`src/rtl/seg7_scan_controller_if.sv`:
```
// Peripheral-bus bundle between the CPU MEM stage and the 7-segment display controller.
interface seg7_scan_controller_if;
    logic        mem_write;
    logic        mem_read;
    logic [31:0] addr;
    logic [31:0] wdata;
    logic [31:0] rdata;
    logic        rdata_valid;

    modport master (
        output mem_write, mem_read, addr, wdata,
        input  rdata, rdata_valid
    );

    modport slave (
        input  mem_write, mem_read, addr, wdata,
        output rdata, rdata_valid
    );
endinterface

```
`src/rtl/seg7_scan_controller.sv`:
```
// Memory-mapped 4-digit 7-segment controller: one control/data register, autonomous
// digit multiplexing with anti-ghost blanking, or raw software-driven anodes/segments.
module seg7_scan_controller #(
    parameter int          SCAN_DIV  = 100000,
    parameter int          BLANK_CYC = 2,
    parameter logic [31:0] DIGI_ADDR = 32'h4000_0010
) (
    input  logic                  clk,
    input  logic                  reset,
    seg7_scan_controller_if.slave bus,
    output logic [11:0]           real_digital
);
    localparam int CNT_W = (SCAN_DIV > 1) ? $clog2(SCAN_DIV) : 1;
    localparam int BLK_W = (BLANK_CYC > 1) ? $clog2(BLANK_CYC) : 1;

    typedef enum logic {
        SCAN,
        BLANK
    } state_t;

    state_t           state, state_next;
    logic [24:0]      disp_reg;
    logic [CNT_W-1:0] scan_cnt;
    logic [1:0]       idx;
    logic [BLK_W-1:0] blank_cnt, blank_cnt_next;
    logic [11:0]      digital_next;
    logic [6:0]       hex_seg;
    logic [3:0]       nibble;
    logic [3:0]       enable;
    logic [3:0]       dp;
    logic             hit;
    logic             terminal;
    logic             unused_wdata_hi;

    assign hit             = (bus.addr == DIGI_ADDR);
    assign terminal        = (scan_cnt == CNT_W'(SCAN_DIV - 1));
    assign nibble          = disp_reg[{idx, 2'b00} +: 4];
    assign enable          = disp_reg[19:16];
    assign dp              = disp_reg[23:20];
    assign unused_wdata_hi = ^bus.wdata[31:25];

    // NOTE: non-blocking assignments so every register samples pre-edge values,
    // which is what makes a read beside a write return the old register contents.
    always_ff @(posedge clk) begin
        if (reset) begin
            state           <= SCAN;
            disp_reg        <= '0;
            scan_cnt        <= '0;
            idx             <= '0;
            blank_cnt       <= '0;
            real_digital    <= 12'hFFF;
            bus.rdata       <= '0;
            bus.rdata_valid <= 1'b0;
        end else begin
            state     <= state_next;
            blank_cnt <= blank_cnt_next;
            scan_cnt  <= terminal ? '0 : scan_cnt + 1'b1;
            if (terminal)
                idx <= idx + 2'd1;
            if (bus.mem_write && hit)
                disp_reg <= bus.wdata[24:0];
            bus.rdata_valid <= bus.mem_read && hit;
            if (bus.mem_read && hit)
                bus.rdata <= {7'b0, disp_reg};
            real_digital <= digital_next;
        end
    end

    // NOTE: defaults first so every path assigns every output and no latch is inferred.
    always_comb begin
        state_next     = state;
        blank_cnt_next = blank_cnt;
        case (state)
            SCAN: begin
                if (terminal && BLANK_CYC != 0) begin
                    state_next     = BLANK;
                    blank_cnt_next = '0;
                end
            end
            BLANK: begin
                if (blank_cnt == BLK_W'(BLANK_CYC - 1)) begin
                    state_next     = SCAN;
                    blank_cnt_next = '0;
                end else begin
                    blank_cnt_next = blank_cnt + 1'b1;
                end
            end
            default: state_next = SCAN;
        endcase
    end

    // Active-low {g,f,e,d,c,b,a}
    always_comb begin
        case (nibble)
            4'h0:    hex_seg = 7'h40;
            4'h1:    hex_seg = 7'h79;
            4'h2:    hex_seg = 7'h24;
            4'h3:    hex_seg = 7'h30;
            4'h4:    hex_seg = 7'h19;
            4'h5:    hex_seg = 7'h12;
            4'h6:    hex_seg = 7'h02;
            4'h7:    hex_seg = 7'h78;
            4'h8:    hex_seg = 7'h00;
            4'h9:    hex_seg = 7'h10;
            4'hA:    hex_seg = 7'h08;
            4'hB:    hex_seg = 7'h03;
            4'hC:    hex_seg = 7'h46;
            4'hD:    hex_seg = 7'h21;
            4'hE:    hex_seg = 7'h06;
            default: hex_seg = 7'h0E;
        endcase
    end

    always_comb begin
        digital_next = 12'hFFF;
        if (disp_reg[24])
            digital_next = disp_reg[11:0];
        else if (state == SCAN && enable[idx])
            digital_next = {~(4'b0001 << idx), ~dp[idx], hex_seg};
    end
endmodule

```
`src/flat_wrapper.sv`:
```
// flat-port wrapper written by rule: the top's interface ports become plain ports
module seg7_scan_controller_flat 
#(
    parameter int          SCAN_DIV  = 100000,
    parameter int          BLANK_CYC = 2,
    parameter logic [31:0] DIGI_ADDR = 32'h4000_0010
)
  (clk, reset, real_digital, bus_mem_write, bus_mem_read, bus_addr, bus_wdata, bus_rdata, bus_rdata_valid);
  seg7_scan_controller_if bus_i ();
  input  logic clk;
  input  logic reset;
  output logic [11:0] real_digital;
  input wire logic [$bits(bus_i.mem_write)-1:0] bus_mem_write;
  input wire logic [$bits(bus_i.mem_read)-1:0] bus_mem_read;
  input wire logic [$bits(bus_i.addr)-1:0] bus_addr;
  input wire logic [$bits(bus_i.wdata)-1:0] bus_wdata;
  output wire logic [$bits(bus_i.rdata)-1:0] bus_rdata;
  output wire logic [$bits(bus_i.rdata_valid)-1:0] bus_rdata_valid;
  assign bus_i.mem_write = bus_mem_write;
  assign bus_i.mem_read = bus_mem_read;
  assign bus_i.addr = bus_addr;
  assign bus_i.wdata = bus_wdata;
  assign bus_rdata = bus_i.rdata;
  assign bus_rdata_valid = bus_i.rdata_valid;
  seg7_scan_controller #(.SCAN_DIV(SCAN_DIV), .BLANK_CYC(BLANK_CYC), .DIGI_ADDR(DIGI_ADDR)) u_core (.clk(clk), .reset(reset), .bus(bus_i), .real_digital(real_digital));
endmodule
```
`config.mk`:
```
export PLATFORM = sky130hd
export DESIGN_NAME = seg7_scan_controller_flat
export DESIGN_NICKNAME = d
export VERILOG_FILES = /design/src/rtl/seg7_scan_controller_if.sv /design/src/rtl/seg7_scan_controller.sv /design/src/flat_wrapper.sv
export SDC_FILE = /design/constraint.sdc
export NUM_CORES = 1
export LEC_CHECK = 0
export CORE_UTILIZATION = 30
export DETAILED_ROUTE_END_ITERATION = 10
export PLACE_DENSITY = 0.59
export SYNTH_ARGS = -nofsm -noshare
export SYNTH_HDL_FRONTEND = slang
export SYNTH_SLANG_ARGS = --single-unit
```
`constraint.sdc`:
```
create_clock -name clk -period 6.2 [get_ports clk]
set_clock_uncertainty 0.2 [all_clocks]
set_input_delay 0.93 -clock clk [delete_from_list [all_inputs] [get_ports clk]]
set_output_delay 0.93 -clock clk [all_outputs]
set_load 0.02 [all_outputs]
```
# Word-level counts from Yosys, hierarchy flattened
# Memory sizes are Yosys's and may differ from the RTL's.
# Cells that the tools add are included.
# word_totals
register_bits	84
latch_bits	0
ramBits	0
mem_bits_ro	112
output_inout_bits	45
word_cells	37
mem_count	1
# op_classes
add_sub_neg	3
mul	0
div_mod_pow	0
magnitude_cmp	1
n_eq_ne	3
n_shift	2
muxes	12
n_bitwise	3
reduce_logical	4
# mem_list
memory	depth	word_bits	read_ports	rd_clocked_by_memory_dff	wr	line_no	source
(no name shown)	16	7	1	0	0	seg7_scan_controller.sv:94	case (nibble)
# op_table
op	count
$eq A32 B31 Y1 const B	1
$shiftx A25 B5 Y4	1
$mux W12	2
$add A17 B1 Y17 const B	1
$eq A17 B17 Y1 const B	1
$mux W1	6
$bmux W1 S2	2
$not A4 Y4	1
$pmux W1 S2	2
$shl A1 B2 Y4 const A	1
$logic_and A1 B1 Y1	3
$lt A2 B3 Y1 const B	1
$add A2 B1 Y2 const B	1
$ne A2 B1 Y1 const B	1
$not A1 Y1	2
$reduce_or A2 Y1	1
$add A1 B1 Y1 const B	1

# Logic depth before layout (Yosys ltp)
# logic_depth
depth_word	5
ltp_mapped	8

# Least setup slack after synthesis
# No wires, ideal clock.
# synth_path
kind	input port to flip-flop
startpoint	input port bus_addr[25]
endpoint	register u_core.bus.rdata[0]
t_arrival_ns	2.024
t_required_ns	5.868
slack_ns	3.844
cell_stages	5
path_cell_list	nor4b_1 > nand4_1 > clkbuf_1 > o31ai_1 > a21oi_1
# synth_via
elab_chain_len	2
# synth_lines
item	line_no	source
start, declared	flat_wrapper.sv:15	input wire logic [$bits(bus_i.addr)-1:0] bus_addr;
$eq A32 B31 Y1	seg7_scan_controller.sv:35	assign hit = (bus.addr == DIGI_ADDR);
$logic_and A1 B1 Y1	seg7_scan_controller.sv:63	if (bus.mem_read && hit)
end signal, assigned	seg7_scan_controller.sv:64	bus.rdata <= {7'b0, disp_reg};
end, declared	seg7_scan_controller_if.sv:17	output rdata, rdata_valid
# No other way between the ends.
# A chain may end at the register's enable or synchronous reset.

# Worst setup path after layout
# layout_path
startpoint	input port bus_mem_read
endpoint	register u_core.bus.rdata_valid
# layout_via
elab_chain_len	1
# layout_lines
item	line_no	source
start, declared	flat_wrapper.sv:14	input wire logic [$bits(bus_i.mem_read)-1:0] bus_mem_read;
$logic_and A1 B1 Y1	seg7_scan_controller.sv:62	bus.rdata_valid <= bus.mem_read && hit;
end signal, assigned	seg7_scan_controller.sv:62	
end, declared	seg7_scan_controller_if.sv:17	
# No other way between the ends.

==> out/qor.txt <==
IO Port Bufs -> 98
Syn. warnings -> 0
Crit path kind -> in -> reg
Fillers -> 1,343
Vias in the first global route -> 3,600
Synthesized instance count -> 457
Most common cell after layout, fill and taps aside -> clkdlybuf4s50_1
Req. time, crit path -> 6200 ps
Critical Path End Type -> flip-flop
Final Power -> 1.185 mW
Yosys reg bits -> 84
H-tree lvl count -> 3
Post-synth ARST share -> 0
Synthesis-to-layout area growth -> 32.67%
Synth Area in Compound Gates -> 0.2018
Die area -> 14,000 um^2
Mean Syn Cell Area -> 8.884 um^2
Worst hold path type -> reg -> reg
Final #Nets -> 604
Post-Synth Simple-Gate Area -> 0.2074
Remaining DRCs -> 0
Least-Margin Pin Slew -> 1013 ps
Pin count of the biggest net entering global routing -> 66
Mux share of post-synthesis cell area -> 0.04129
Worst setup margin -> 2495 ps
Design area -> 5386 um^2
Crit-path cells -> clkdlybuf4s50_1 -> clkinv_1 -> nor4_1
Vias -> 3,710
Placer Congestion -> 0.8301
Adder-Cell Fraction of Synth Area -> 0.03390
DIE WIDTH -> 118.3 um
Critical Path AT -> 3700 ps
WL/cell -> 16.24 um
DRT Pass-1 Iters -> 5
Commonest non-fill, non-tap cells in the layout -> 97 x clkdlybuf4s50_1, 84 x dfxtp_1, 64 x a21oi_1
Setup TNS -> 0 ps
Crit path time final -> 3705 ps
RSZ-0062 raised after global routing -> false
Setup WS pre-CTS -> 2175 ps
Root buf cell -> clkbuf_16
ANT cells -> 0
Post-Syn Area -> 4060 um^2
Endpoints failing hold -> 0
Clock Sinks -> 84
F_max -> 0.2699 GHz
Cts hold-fix bufs -> 0
Final setup fails -> 0
Boundary pin count -> 113
Final Core Density -> 0.4067
Leakage Power -> 1.693 nW
Clock Latency Late Sink -> 340 ps
Post-CTS setup buffer count -> 0
Seq/Total Area, Yosys -> 0.4142
PwrDens -> 219.9 nW/um^2
FP Rows -> 42
CP Launch Type -> input pin
DR vias/cell -> 5.255
Die Ht -> 118.3 um
Largest family of logic cells by synthesized area -> simple AND/OR/NAND/NOR gates
CTS Buf Count -> 9
CTS tree -> built
Grt total ovfl -> 0
Reg clk slew, reported paths -> 60 ps
Post-DP Area -> 5070 um^2
Max-cap violation count -> 0
Cell variety after synth -> 43
Period utilization -> 0.5975
Status -> complete, no violations
Post-Route WL -> 11.46 mm
Core Area -> 13,240 um^2
# resized after CTS -> 0
First-pass GRT wire length -> 18.77 mm
Antenna viol nets, final -> 0
Clk buf depth -> 2
Prevailing post-synth register cell -> dfxtp_1
GRT Util Overall -> 0.1685
Antenna violations before repair -> 0
Initial Utilization -> 0.3066
Post-Synth XOR/XNOR Area -> 0.02589
Worst relative slew slack -> 0.3222
CP peak stage delay -> 1140 ps
Worst-path maximum fanout -> 26
Slew Limit Fails -> 0
Share of cells above drive strength 1 -> 0.05849
Placed wire-length estimate -> 7.727 mm
Critical Path Slowest Stage Cell -> clkdlybuf4s50_1
DRT iter0 DRCs -> 262
Peak supply drop -> 0.0001457 V
Post-synth EDFFs -> 0
logic make-up after synthesis:
kind of cell	Yosys count
buf+inv	66
other cells	1
compound gates	132
mux	8
fa+ha+maj	11
flops	84
xor+xnor	12
simple gates	143
layout make-up:
| cell class | count | area (um^2) | share of cell area |
|---|---|---|---|
| repair buffers | 104 | 1021 | 0.1895 |
| clock buffers | 11 | 232.7 | 0.04321 |
| inverters | 13 | 48.80 | 0.009059 |
| multi-input cells | 313 | 2098 | 0.3895 |
| clock inverters | 5 | 83.83 | 0.01556 |
| flip-flops and latches | 84 | 1682 | 0.3122 |
| well taps | 176 | 220.2 | 0.04088 |
power by group:
part           internal, mW  total, mW  leakage (nW)  switching, mW
registers             0.541      0.543         0.677        0.00137
logic                0.0369     0.0678         0.869         0.0308
clock network         0.355      0.574         0.146          0.220
total                 0.933       1.18          1.69          0.252
worst max-delay path: cells and delay by family:
| kind | cells | cell delay [ps] |
|---|---|---|
| AND/OR/NAND/NOR | 1 | 630 |
| buffers and inverters | 2 | 2130 |
per-layer routing:
| metal | share of wire | global-route usage | vias to the layer above | wire (um) |
|---|---|---|---|---|
| li1 | - | - | 1837 | - |
| met1 | 0.47 | 0.2256 | 1764 | 5359 |
| met2 | 0.47 | 0.2636 | 93 | 5356 |
| met3 | 0.044 | 0.03185 | 16 | 506 |
| met4 | 0.021 | 0.07292 | 0 | 238 |
| met5 | 0 | 0 | - | 0 |
per-stage QoR:
step / std cells / hold slack [ps]
finish: 706 / 255.7
detailed placement: 690 / 246.5
global route: 706 / 286.5
floorplan: 463 / 217.5
global placement: 690 / 229.1
CTS: 706 / 256.9
worst paths after layout:
kind,start,end,slack (ps),depth (start not counted)
hold reg to reg,u_core.scan_cnt[0],u_core.scan_cnt[0],260,1
setup reg to reg,u_core.idx[0],u_core.real_digital[3],3610,7
hold / removal,u_core.scan_cnt[0],u_core.scan_cnt[0],260,1
setup / recovery,bus_mem_read,u_core.bus.rdata_valid,2500,3
cells in the mapped netlist (all sizes together) (8+ instances only):
cell | instances | share of area
o21ai | 8 | 0.0099
buf | 20 | 0.032
a21oi | 64 | 0.079
clkbuf | 33 | 0.031
dfxtp | 84 | 0.41
ha | 11 | 0.034
nand2 | 8 | 0.0074
nor4 | 9 | 0.014
inv | 12 | 0.011
nor2 | 23 | 0.021
o31ai | 51 | 0.094
nand4 | 57 | 0.088
(Power assumes the default switching activity.)
